==> config.mk <==
export PLATFORM = sky130hd
export DESIGN_NAME = bin_to_bcd_seq
export DESIGN_NICKNAME = d
export VERILOG_FILES = /design/src/rtl/bcd_pkg.sv /design/src/rtl/bcd_digit_adjust.sv /design/src/rtl/bin_to_bcd_seq.sv
export SDC_FILE = /design/constraint.sdc
export NUM_CORES = 1
export LEC_CHECK = 0
export BUFFER_PORTS_ARGS = -buffer_cell sky130_fd_sc_hd__buf_2
export CORE_AREA = 3 3 87 89
export CTS_CLUSTER_DIAMETER = 40
export DETAILED_ROUTE_END_ITERATION = 10
export DIE_AREA = 0 0 90 92
export PLACE_DENSITY = 0.71
export SLEW_MARGIN = 20
export SYNTH_ARGS = -nofsm -noshare
export SYNTH_HDL_FRONTEND = slang
export SYNTH_HIERARCHICAL = 1
export SYNTH_SLANG_ARGS = --single-unit
==> constraint.sdc <==
create_clock -name clock -period 3 [get_ports clock]
set_input_delay 0.6 -clock clock [delete_from_list [all_inputs] [get_ports clock]]
set_output_delay 0.6 -clock clock [all_outputs]
set_load 0.005 [all_outputs]
==> src/rtl/bcd_pkg.sv <==
// Shared types and constants for the binary-to-BCD converter and its display consumer.
package bcd_pkg;

    typedef enum logic {
        IDLE  = 1'b0,
        SHIFT = 1'b1
    } state_e;

    localparam int unsigned BCD_DIGIT_W = 4;
    localparam int unsigned ADJ_THRESH  = 5;
    localparam int unsigned ADJ_ADD     = 3;

    localparam int unsigned IN_W_DEF    = 32;
    localparam int unsigned DIGITS_DEF  = 3;
    localparam int unsigned CNT_W_DEF   = 6;

endpackage

==> src/rtl/bcd_digit_adjust.sv <==
// Double-dabble digit correction: add 3 to a BCD digit that is 5 or more.
module bcd_digit_adjust
    import bcd_pkg::*;
(
    input  logic [BCD_DIGIT_W-1:0] digit_i,
    output logic [BCD_DIGIT_W-1:0] digit_o
);

    always_comb begin
        digit_o = digit_i;
        if (digit_i >= BCD_DIGIT_W'(ADJ_THRESH)) begin
            digit_o = digit_i + BCD_DIGIT_W'(ADJ_ADD);
        end
    end

endmodule

==> src/rtl/bin_to_bcd_seq.sv <==
// Iterative shift-add-3 binary-to-BCD converter; one input bit per cycle, result held
// until the next conversion completes.
module bin_to_bcd_seq
    import bcd_pkg::*;
#(
    parameter int unsigned IN_W   = IN_W_DEF,
    parameter int unsigned DIGITS = DIGITS_DEF,
    parameter int unsigned CNT_W  = CNT_W_DEF
) (
    input  logic                          clock,
    input  logic                          reset,
    input  logic                          in_valid,
    input  logic [IN_W-1:0]               in_data,
    output logic                          in_ready,
    output logic [BCD_DIGIT_W*DIGITS-1:0] bcd_out,
    output logic                          out_valid,
    output logic                          overflow,
    output logic                          busy
);

    localparam int unsigned BCD_W = BCD_DIGIT_W * DIGITS;

    state_e             state_q, state_d;
    logic [IN_W-1:0]    shift_q, shift_d;
    logic [BCD_W-1:0]   work_q, work_d;
    logic               ovf_acc_q, ovf_acc_d;
    logic [CNT_W-1:0]   cnt_q, cnt_d;
    logic [BCD_W-1:0]   bcd_q, bcd_d;
    logic               overflow_q, overflow_d;
    logic               out_valid_q, out_valid_d;

    logic [BCD_W-1:0]   work_adj;
    logic [BCD_W-1:0]   work_shl;
    logic               carry;

    for (genvar g = 0; g < DIGITS; g++) begin : g_adj
        bcd_digit_adjust u_adj (
            .digit_i (work_q[g*BCD_DIGIT_W +: BCD_DIGIT_W]),
            .digit_o (work_adj[g*BCD_DIGIT_W +: BCD_DIGIT_W])
        );
    end

    // Bit leaving the top digit means the value has a nonzero digit above DIGITS.
    assign carry    = work_adj[BCD_W-1];
    assign work_shl = {work_adj[BCD_W-2:0], shift_q[IN_W-1]};

    always_comb begin
        state_d     = state_q;
        shift_d     = shift_q;
        work_d      = work_q;
        ovf_acc_d   = ovf_acc_q;
        cnt_d       = cnt_q;
        bcd_d       = bcd_q;
        overflow_d  = overflow_q;
        out_valid_d = 1'b0;

        case (state_q)
            IDLE: begin
                if (in_valid) begin
                    shift_d   = in_data;
                    work_d    = '0;
                    ovf_acc_d = 1'b0;
                    cnt_d     = '0;
                    state_d   = SHIFT;
                end
            end
            SHIFT: begin
                work_d    = work_shl;
                shift_d   = {shift_q[IN_W-2:0], 1'b0};
                ovf_acc_d = ovf_acc_q | carry;
                cnt_d     = cnt_q + CNT_W'(1);
                if (cnt_q == CNT_W'(IN_W - 1)) begin
                    bcd_d       = work_shl;
                    overflow_d  = ovf_acc_q | carry;
                    out_valid_d = 1'b1;
                    state_d     = IDLE;
                end
            end
            default: state_d = IDLE;
        endcase
    end

    always_ff @(posedge clock) begin
        if (reset) begin
            state_q     <= IDLE;
            shift_q     <= '0;
            work_q      <= '0;
            ovf_acc_q   <= 1'b0;
            cnt_q       <= '0;
            bcd_q       <= '0;
            overflow_q  <= 1'b0;
            out_valid_q <= 1'b0;
        end else begin
            state_q     <= state_d;
            shift_q     <= shift_d;
            work_q      <= work_d;
            ovf_acc_q   <= ovf_acc_d;
            cnt_q       <= cnt_d;
            bcd_q       <= bcd_d;
            overflow_q  <= overflow_d;
            out_valid_q <= out_valid_d;
        end
    end

    assign in_ready  = (state_q == IDLE);
    assign busy      = (state_q == SHIFT);
    assign bcd_out   = bcd_q;
    assign overflow  = overflow_q;
    assign out_valid = out_valid_q;

endmodule
---- Word level (Yosys, flattened, before mapping) ----
Cells that the tools add are included.
storage, ports and cells
  latch bits .............................. 0
  output and inout port bits .............. 16
  memories kept ........................... 0
  bits in writable memories ............... 0
  register bits after elaboration ......... 66
  logic and storage cells ................. 36
  memory bits (read-only) ................. 0
cells by class
  shift-type cells ........................ 0
  bitwise operators ....................... 2
  magnitude comparators ................... 3
  div/mod/pow operators ................... 0
  muxes and demuxes ....................... 15
  equal/unequal tests ..................... 2
  multiply operators ...................... 0
  add/subtract/negate cells ............... 4
  reduce and logical (&&, ||, !) cells .... 2
operators with widths
  cell                 number
  $pmux 32 s2          1
  $mux 32              1
  $pmux 12 s2          1
  $add 4x2->4 const B  3
  $ge 4x3->1 const B   3
  $mux 12              1
  $mux 4               3
  $pmux 6 s2           1
  $add 6x1->6 const B  1
  $eq 6x5->1 const B   1
  $mux 6               1
  $mux 1               4
  $pmux 1 s2           2
  $ne 2x2->1 const B   1
  $reduce_and 2->1     1
  $reduce_or 2->1      1
  $not 1->1            1
  $or 1x1->1           1

---- Depth between registers and ports, before layout ----
  depth in word-level cells ............... 4
  depth in mapped cells ................... 8
  depth with buffers taken out ............ 8

---- Cells and area by module ----
The synthesis kept the hierarchy.
by module, submodules not included
  module            times used  area each (µm²)  cells each
  bin_to_bcd_seq    1           2899.0           327
  bcd_digit_adjust  3           101.3            16

---- Worst setup path before layout ----
No wires, ideal clock.
  kind .................................... flip-flop to flip-flop
  start ................................... register cnt_q[0]
  end ..................................... register overflow_q, in the netlist overflow
  setup time .............................. 115 ps
  slack ................................... 1547 ps
  clock period less this slack ............ 1453 ps
  path buffers ............................ 2
  data arrival time ....................... 1338 ps
  stages on the path, launching flop included .. 7
  cells stage by stage .................... dfxtp_1 -> ha_1 -> and4_4 -> and3b_1 -> buf_6 -> buf_8 -> o21a_1
between the ends
  word-level cells in the longest chain between the ends .. 2
RTL lines
  what                               line                   RTL
  start, declared                    bin_to_bcd_seq.sv:27   logic [CNT_W-1:0] cnt_q, cnt_d;
  start signal, assigned             bin_to_bcd_seq.sv:98   cnt_q <= cnt_d;
  $eq 6x5->1                         bin_to_bcd_seq.sv:72   if (cnt_q == CNT_W'(IN_W - 1)) begin
  $reduce_and 2->1 (no source line)  --
  end signal, assigned               bin_to_bcd_seq.sv:100  overflow_q <= overflow_d;
  end, declared                      bin_to_bcd_seq.sv:29   logic overflow_q, overflow_d;
Every way passes these cells.
A chain may end at the register's enable or synchronous reset.

---- Worst setup path after layout ----
  start ................................... register state_q, in the netlist busy
  end ..................................... output port in_ready
between the ends
  word-level cells in the longest chain between the ends .. 1
RTL lines
  what                    line                  RTL
  start, declared         bin_to_bcd_seq.sv:23  state_e state_q, state_d;
  start signal, assigned  bin_to_bcd_seq.sv:94  state_q <= state_d;
  $not 1->1               --
  end, declared           bin_to_bcd_seq.sv:14  output logic in_ready,
Every way passes these cells.

==> results.toml <==
[run_status]
outcome = "finished, final reports clean"

[logic_synthesis]
ys_ff_latch = 66
ys_warn_count = 6
syn_inst = 375
synth_nets = 417
syn_area_um2 = 3200
yosysSeqAreaShare = 0.413
synth_largest_area_cell = "dfxtp_1"
synthDominantCellAreaShare = 0.413
avgSynthCellArea_um2 = 8.54
yosysUniqueCellTypes = 30
ys_top_cells_by_area = "dfxtp_1 (41%), mux2_2 (11%), nand2_1 (8.7%)"

[final_layout]
mostFrequentLayoutCell = "nand2_1"
mostFrequentLayoutCells = "nand2_1 (74), dfxtp_1 (65), buf_2 (50)"
nets = 458
final_area_um2 = 3680
final_core_util = 0.539
num_antenna_cells = 0
instances_no_fill = 517
drive_above_1_share = 0.259
syn_to_final_growth_pct = 14.9

[setup_path]
path_max_fanout = 71
r2r_slack_ps = 1120
start_kind = "flip-flop"
crit-reg2reg-launch = "cnt_q[0]$_SDFFE_PP0P_"
worstPathRequired_ps = 2400
r2r_cells = 5
crit_path_end_kind = "primary output"
r2r-end = "bcd_out[3]$_SDFFE_PP0P_"
crit_type = "reg -> out"
worstPathArrival_ps = 1500

[placed_design]
dpl.cell_count = 501
gp_congestion = 0.750
io_buffer_count = 50
dp_hpwl_um = 4170
dpl_cell_area_um2 = 3490
place_ws_ps = 961

[global_route]
grtUsageTotal = 0.161
grt_pass1_wl_um = 11100
grt_pass1_vias = 2466
antenna_found_initial = 0
overflow = 0
grt_start_max_net_pins = 72

[timing]
clock.fmax_mhz = 476
fin_setup_tns_ps = 0
setup_viol = 0
fin_ws_ps = 900
maxSlewHeadroom = 0.457
finalHoldViolCount = 0
tightestPinTransition_ps = 814
rsz0062_at_grt = "false"
holdWs_ps = 444
post-route-min-period_ps = 2100
final_max_slew_viol_count = 0
finClkSkew_ps = 8.24
period_share = 0.700

[cts]
clock_sinks = 66
postCtsSetupBuffers = 0
cts_made_buffers = 9
ctsResizeCount = 0
clk_pin_slew_ps = 80
cts_tree = "done"
clk_path_buf_depth = 2
clockRootBuffer = "clkbuf_8"
clkLatencyLatePin_ps = 340
cts_hold_buffers = 0
htree_levels = 3

[drt]
drc = 0
routedWlPerCell_um = 12.3
vias = 2599
via_per_inst = 5.03
drtAntennaViolNets = 0
first_pass_iters = 4
routed_wl_um = 6360
drt_iter0_markers = 138

[power]
switchingPower_mw = 0.455
clockPowerShare = 0.401
internal_power_mw = 1.37
total_power_mw = 1.82
ir_drop_mv = 0.278
p_per_area_nw_per_um2 = 495
p_leak_nw = 1.47
comb_power_share = 0.094
p_seq_frac = 0.505
sw_frac_of_total = 0.249

[min_path]
whs_endpoint = "shift_q[16]$_SDFFE_PP0P_"
min_path_cells = 2
worstHoldPathType = "reg -> reg"
hold_path.startpoint = "shift_q[15]$_SDFFE_PP0P_"

[die]
ios = 51
rows = 30
die_h_um = 92
core_um2 = 6830
start_util = 0.469
die_area_um2 = 8280
die_w_um = 90

[run]
drv_cap = 0
==> sequential cells by signal (all words and copies together), names as in the netlist <==
name	flops
work_q	12
busy	1
bcd_out	12
ovf_acc_q	1
overflow	1
shift_q	32
out_valid	1
cnt_q	6
==> synthesized netlist by cell type (all sizes together) <==
library cell	instances
a21oi	51
a22oi	1
and3b	1
and4	2
buf	12
clkbuf	14
dfxtp	66
ha	7
inv	7
mux2	31
mux2i	18
nand2	74
nand2b	31
nand3	3
nand3b	2
nor2	21
nor2b	2
nor3	4
nor3b	13
nor4b	1
o21a	1
o21ai	9
or2	1
xnor2	3
==> power groups by stage <==
stage	logic, mW	registers (mW)	clock network, mW
3_5_place_dp	0.171	0.941	0
5_1_grt	0.192	0.924	0.803
4_1_cts	0.172	0.921	0.751
3_3_place_gp	0.166	0.939	0
2_1_floorplan	0.128	0.937	0
6_report	0.171	0.921	0.731
==> per-layer routing <==
metal	track usage	vias to the layer above	wire length (µm)
met3	0.0533	12	258
met1	0.203	1202	2940
met4	0.0676	0	112
met5	0	-	0
met2	0.252	48	3050
li1	-	1337	-
==> cells by family (layout without fill, tap and decap cells) <==
group           count (synthesis)  after routing  share of synthesized area
xor+xnor                        3              3                    0.00820
mux                            49             49                      0.165
flops                          66             66                      0.413
compound gates                 62             62                      0.102
simple gates                  155            155                      0.236
buf+inv                        33             79                     0.0492
fa+ha+maj                       7              7                     0.0273
==> layout make-up <==
type	count	area, µm²
Tap cell	96	120
Sequential cell	66	1320
Timing Repair Buffer	56	295
Multi-Input combinational cell	276	1720
Clock inverter	7	68.8
Fill cell	644	3150
Clock buffer	9	124
Inverter	7	26.3
==> critical path, cell delays in order, from the launching register on <==
cell	delay, ps
dfxtp_2	320
buf_4	550
inv_1	120
buf_2	160
==> worst max-delay path by stage <==
stage / from / end / slack, ps / cells past startpoint
detailed placement: in_valid / cnt_q[2]$_SDFFE_PP0P_ / 960 / 5
global route: busy$_SDFF_PP0_ / in_ready / 770 / 3
global placement: in_valid / cnt_q[2]$_SDFFE_PP0P_ / 970 / 5
floorplan: cnt_q[0]$_SDFFE_PP0P_ / overflow$_SDFFE_PP0P_ / 1550 / 6
finish: busy$_SDFF_PP0_ / in_ready / 900 / 3
CTS: busy$_SDFF_PP0_ / in_ready / 890 / 3
Power figures use the tool's default switching activity.
